==> src/rtl/spi_trig_pkg.sv <==
// Shared types and helpers for the SPI protocol trigger: FSM states, frame width limits, effective length.
// Latency: n/a (declarations only). Backpressure: n/a.
// Flow: n/a.
package spi_trig_pkg;

  localparam int DATA_W_MIN = 8;
  localparam int DATA_W_MAX = 32;

  typedef enum logic [1:0] {
    IDLE,
    SHIFT,
    CHECK
  } state_t;

  // A programmed length of zero, or one beyond the register width, means a full-width frame.
  function automatic int eff_len(input int frame_len, input int data_w);
    return ((frame_len == 0) || (frame_len > data_w)) ? data_w : frame_len;
  endfunction

endpackage

==> src/rtl/sync_edge.sv <==
// Synchroniser chain for one asynchronous pin, plus an edge-detect flop giving rise/fall pulses.
// Latency: SYNC_STG clk to lvl, rise/fall valid in the same cycle as the new lvl.
// Backpressure: none, free-running.
module sync_edge #(
  parameter int   SYNC_STG = 3,
  parameter logic PRESET   = 1'b0
) (
  input  logic clk,
  input  logic rst,
  input  logic din,
  output logic lvl,
  output logic rise,
  output logic fall
);

  logic [SYNC_STG-1:0] sync_q;
  logic                edge_q;

  always_ff @(posedge clk) begin
    if (rst) begin
      sync_q <= {SYNC_STG{PRESET}};
      edge_q <= PRESET;
    end else begin
      sync_q <= {sync_q[SYNC_STG-2:0], din};
      edge_q <= sync_q[SYNC_STG-1];
    end
  end

  assign lvl  = sync_q[SYNC_STG-1];
  assign rise = lvl & ~edge_q;
  assign fall = ~lvl & edge_q;

endmodule

==> src/rtl/spi_prot_trig.sv <==
// SPI bus snooper: captures each SS_n-framed MOSI word and pulses trig when it matches a masked pattern.
// Latency: trig/frame_vld 2 clk after the synchronised SS_n rise. Backpressure: none, results are pulses.
// Optional SPI_TRIG_CNT_EN adds a saturating match counter (match_cnt) with clear input cnt_clr.
module spi_prot_trig
  import spi_trig_pkg::*;
#(
  parameter int DATA_W   = 16,
  parameter int SYNC_STG = 3
) (
  input  logic                        clk,
  input  logic                        rst,
  input  logic                        SS_n,
  input  logic                        SCLK,
  input  logic                        MOSI,
  input  logic                        armed,
  input  logic                        pos_edge,
  input  logic [$clog2(DATA_W+1)-1:0] frame_len,
  input  logic [DATA_W-1:0]           match,
  input  logic [DATA_W-1:0]           mask,
`ifdef SPI_TRIG_CNT_EN
  input  logic                        cnt_clr,
  output logic [15:0]                 match_cnt,
`endif
  output logic                        trig,
  output logic [DATA_W-1:0]           frame_data,
  output logic                        frame_vld
);

  localparam int            CW      = $clog2(DATA_W + 2);
  localparam logic [CW-1:0] CNT_SAT = CW'(DATA_W + 1);

  logic ss_lvl, ss_rise, ss_fall;
  logic sclk_lvl, sclk_rise, sclk_fall;
  logic mosi_lvl, mosi_rise, mosi_fall;
  logic unused_sync;

  sync_edge #(.SYNC_STG(SYNC_STG), .PRESET(1'b1)) u_ss (
    .clk(clk), .rst(rst), .din(SS_n), .lvl(ss_lvl), .rise(ss_rise), .fall(ss_fall)
  );
  sync_edge #(.SYNC_STG(SYNC_STG), .PRESET(1'b0)) u_sclk (
    .clk(clk), .rst(rst), .din(SCLK), .lvl(sclk_lvl), .rise(sclk_rise), .fall(sclk_fall)
  );
  sync_edge #(.SYNC_STG(SYNC_STG), .PRESET(1'b0)) u_mosi (
    .clk(clk), .rst(rst), .din(MOSI), .lvl(mosi_lvl), .rise(mosi_rise), .fall(mosi_fall)
  );

  assign unused_sync = ^{ss_lvl, sclk_lvl, mosi_rise, mosi_fall};

  state_t            state, state_nxt;
  logic              fall_pend;
  logic              start, shift_en, check_st, sclk_edge;
  logic [DATA_W-1:0] shreg;
  logic [CW-1:0]     bit_cnt;
  logic [DATA_W-1:0] len_mask;
  logic              len_ok, hit;
  int                len;

  assign sclk_edge = pos_edge ? sclk_rise : sclk_fall;

  always_ff @(posedge clk) begin
    if (rst) state <= IDLE;
    else     state <= state_nxt;
  end

  always_comb begin
    state_nxt = state;
    case (state)
      IDLE:    if (ss_fall || fall_pend) state_nxt = SHIFT;
      SHIFT:   if (ss_rise) state_nxt = CHECK;
      CHECK:   state_nxt = IDLE;
      default: state_nxt = IDLE;
    endcase
  end

  // An SCLK edge coincident with the SS_n rise belongs to no frame and is dropped.
  always_comb begin
    start    = 1'b0;
    shift_en = 1'b0;
    check_st = 1'b0;
    case (state)
      IDLE:    start    = ss_fall || fall_pend;
      SHIFT:   shift_en = sclk_edge && !ss_rise;
      CHECK:   check_st = 1'b1;
      default: ;
    endcase
  end

  // SS_n can drop again while CHECK is busy; remember it so IDLE starts the next frame.
  always_ff @(posedge clk) begin
    if (rst)                           fall_pend <= 1'b0;
    else if (state == CHECK && ss_fall) fall_pend <= 1'b1;
    else if (state == IDLE)            fall_pend <= 1'b0;
  end

  always_ff @(posedge clk) begin
    if (rst) begin
      shreg   <= '0;
      bit_cnt <= '0;
    end else if (start) begin
      shreg   <= '0;
      bit_cnt <= '0;
    end else if (shift_en) begin
      shreg <= {shreg[DATA_W-2:0], mosi_lvl};
      if (bit_cnt != CNT_SAT) bit_cnt <= bit_cnt + CW'(1);
    end
  end

  always_comb begin
    len      = eff_len(int'(frame_len), DATA_W);
    len_mask = '0;
    for (int i = 0; i < DATA_W; i++) len_mask[i] = (i < len);
    len_ok   = (int'(bit_cnt) == len);
    hit      = (((shreg ^ match) & mask & len_mask) == '0);
  end

  always_ff @(posedge clk) begin
    if (rst) begin
      trig       <= 1'b0;
      frame_vld  <= 1'b0;
      frame_data <= '0;
    end else begin
      frame_vld <= check_st && len_ok;
      trig      <= check_st && len_ok && armed && hit;
      if (check_st && len_ok) frame_data <= shreg & len_mask;
    end
  end

`ifdef SPI_TRIG_CNT_EN
  always_ff @(posedge clk) begin
    if (rst || cnt_clr)                 match_cnt <= '0;
    else if (trig && match_cnt != 16'hFFFF) match_cnt <= match_cnt + 16'd1;
  end
`endif

endmodule

==> config.mk <==
export PLATFORM = sky130hd
export DESIGN_NAME = spi_prot_trig
export DESIGN_NICKNAME = d
export VERILOG_FILES = /design/src/rtl/spi_trig_pkg.sv /design/src/rtl/sync_edge.sv /design/src/rtl/spi_prot_trig.sv
export SDC_FILE = /design/constraint.sdc
export NUM_CORES = 1
export LEC_CHECK = 0
export ABC_AREA = 1
export ABC_CLOCK_PERIOD_IN_PS = 5500
export BUFFER_PORTS_ARGS = -buffer_cell sky130_fd_sc_hd__buf_2
export CAP_MARGIN = 20
export CORE_ASPECT_RATIO = 0.7
export CORE_MARGIN = 10
export CORE_UTILIZATION = 40
export DETAILED_ROUTE_END_ITERATION = 16
export SETUP_SLACK_MARGIN = 0.02
export SLEW_MARGIN = 20
export SYNTH_ARGS = -nofsm -noshare
export SYNTH_HDL_FRONTEND = slang
export SYNTH_HIERARCHICAL = 1
export SYNTH_SLANG_ARGS = --single-unit
==> constraint.sdc <==
create_clock -name clk -period 5.5 [get_ports clk]
set_clock_uncertainty 0.15 [all_clocks]
set_input_delay 0.55 -clock clk [delete_from_list [all_inputs] [get_ports clk]]
set_output_delay 0.55 -clock clk [all_outputs]
set_load 0.02 [all_outputs]
==> flow_summary.yaml <==
outcome:
  status: "finished, final reports clean"
floorplan:
  core_mm2: 0.006276
  die-area_mm2: 0.01022
  io_pins: 62
  num_rows: 24
  initial_core_util_pct: 41.65
  die_h_um: 87.63
  die_w_um: 116.6
clock_tree:
  post_cts_buffers: 0
  ctsHoldBuffers: 0
  ctsLongestPathBuffers: 2
  cts_tree: "done"
  clkTransAtPathRegs_ns: 0.09
  root_buffer: "clkbuf_8"
  cts_resized: 0
  insertion_delay_ns: 0.30
  htreeDepth: 2
  cts_buffers: 5
  clock_sinks: 53
global_route:
  grt_first_pass_wirelength_mm: 11.12
  track_usage_pct: 13.45
  grt_pass1_vias: 2209
  antenna_found_initial: 0
  grt.overflow.total: 0
  grt_max_degree: 22
timing:
  setup_viol: 0
  final_hold_viol_count: 0
  min_period_ns: 2.543
  rsz0062_at_grt: "false"
  post-route-period-util_pct: 46.24
  fin_setup_tns_ns: 0
  relSlewSlack_pct: 44.75
  layout_setup_ws_ns: 2.957
  worst_pin_slew_ns: 0.8267
  max_freq_ghz: 0.3932
  maxSlewViolCount: 0
detailed_routing:
  vias: 2448
  wire_per_inst_um: 13.84
  viasPerCell: 4.876
  ant_nets: 0
  drcViolationCount: 0
  first_pass_iters: 4
  routed_wl_mm: 6.949
  drt_iter0_markers: 158
critical_path:
  cp_max_fo: 20
  cp-end-kind: "register"
  start_kind: "register"
  cp.arrival_ns: 2.55
  crit_required_ns: 5.51
  r2r_slack_ns: 2.96
  critPathKind: "register to register"
pwr:
  p_clk_share_pct: 34.4
  p_sw_mw: 0.1761
  combinationalPowerShare_pct: 10.6
  ir_worst_vdd_mv: 0.09673
  p_seq_share_pct: 55.0
  finalPower_mw: 0.7058
  leakage_nw: 1.434
  switching_share_pct: 24.95
  power.internal_mw: 0.5297
  power_density_mw_per_mm2: 232.1
place:
  pre_cts_ws_ns: 2.643
  place_area_mm2: 0.002935
  dp_hpwl_mm: 5.448
  portBuffers: 61
  gp_congestion: 0.8827
synth:
  syn-instance-count: 366
  avgSynthCellArea_um2: 7.141
  ys_warn_count: 6
  netlist_area_mm2: 0.002614
  syn-num-nets: 413
cells_and_area:
  antenna-diode-count: 0
  fin_area_mm2: 0.003040
  syn2layout_area_growth_pct: 16.32
  postLayoutCoreUtil_pct: 48.45
  layout-drive-gt1-share_pct: 21.23
  nets: 470
  fillerInstances: 653
worst_hold_path:
  hold_class: "register to register"
run:
  max_cap_violations: 0
worst max-delay path, stage by stage (launching register included):
cell and delay [ns]:
dfxtp_1 0.34, inv_1 0.04, nor2_1 0.08, inv_1 0.04, o21ai_0 0.18, nand2_2 0.27, inv_1 0.62, nand2_1 0.28
nor2_1 0.18, xor2_1 0.16, nor2_1 0.05
area by class of cell:
cell class              count  area, µm²  area share (%)
clock buffers               7      96.34           3.169
well taps                  78      97.59           3.210
clock inverters             1      8.758          0.2881
repair buffers             61      305.3           10.04
flip-flops and latches     53       1061           34.90
inverters                  37      141.4           4.650
multi-input cells         265       1330           43.74
state kept, by name, indices dropped and copies added (netlist names):
register and flops:
u_ss/sync_q 3, trig 1, u_ss/edge_q 1, frame_data 16, u_sclk/sync_q 3, bit_cnt 5
frame_vld 1, shreg 16, u_sclk/edge_q 1, state 2, u_mosi/sync_q 3, fall_pend 1
metrics by stage:
step / hold WS (ns) / instances
after floorplan: 0.2295 / 366
after global placement: 0.2303 / 494
after detailed placement: 0.2397 / 494
after CTS: 0.2569 / 502
after global routing: 0.2802 / 502
final: 0.2529 / 502
worst paths after layout:
kind | end | from | cells after the start
hold reg to reg | u_mosi/sync_q[1] | u_mosi/sync_q[0] | 2
setup / recovery | bit_cnt[3] | u_sclk/edge_q | 10
setup reg to reg | bit_cnt[3] | u_sclk/edge_q | 10
hold / removal | u_mosi/sync_q[1] | u_mosi/sync_q[0] | 2
routing by layer:
layer / vias up / share of wire (%) / track usage (%)
met1: 1085 / 52 / 19.95
li1: 1296 / - / -
met2: 62 / 40 / 19.26
met4: 0 / 0.42 / 2.013
met5: - / 0 / 0
met3: 5 / 7.6 / 3.484
placed cells by master (no fill, tap or decap), types with 2 or more instances in the layout:
cell type,count
ha_1,3
a211oi_1,8
nand3_2,8
nor2_4,2
xor2_1,4
a21oi_1,19
o31ai_1,2
inv_1,34
nand2_2,4
nand3_1,49
dfxtp_1,53
clkbuf_8,7
nor2_1,50
buf_2,61
o21ai_0,14
o21ai_1,2
nand2_1,91
power by group through the flow:
stage	clock network, mW	registers, mW	logic (mW)
after CTS	0.249	0.388	0.0749
final	0.243	0.388	0.0749
after global placement	0	0.397	0.0738
after floorplan	0	0.397	0.0456
after detailed placement	0	0.397	0.0744
after global routing	0.265	0.389	0.0856
No activity file was read; power rests on OpenSTA's default activity.
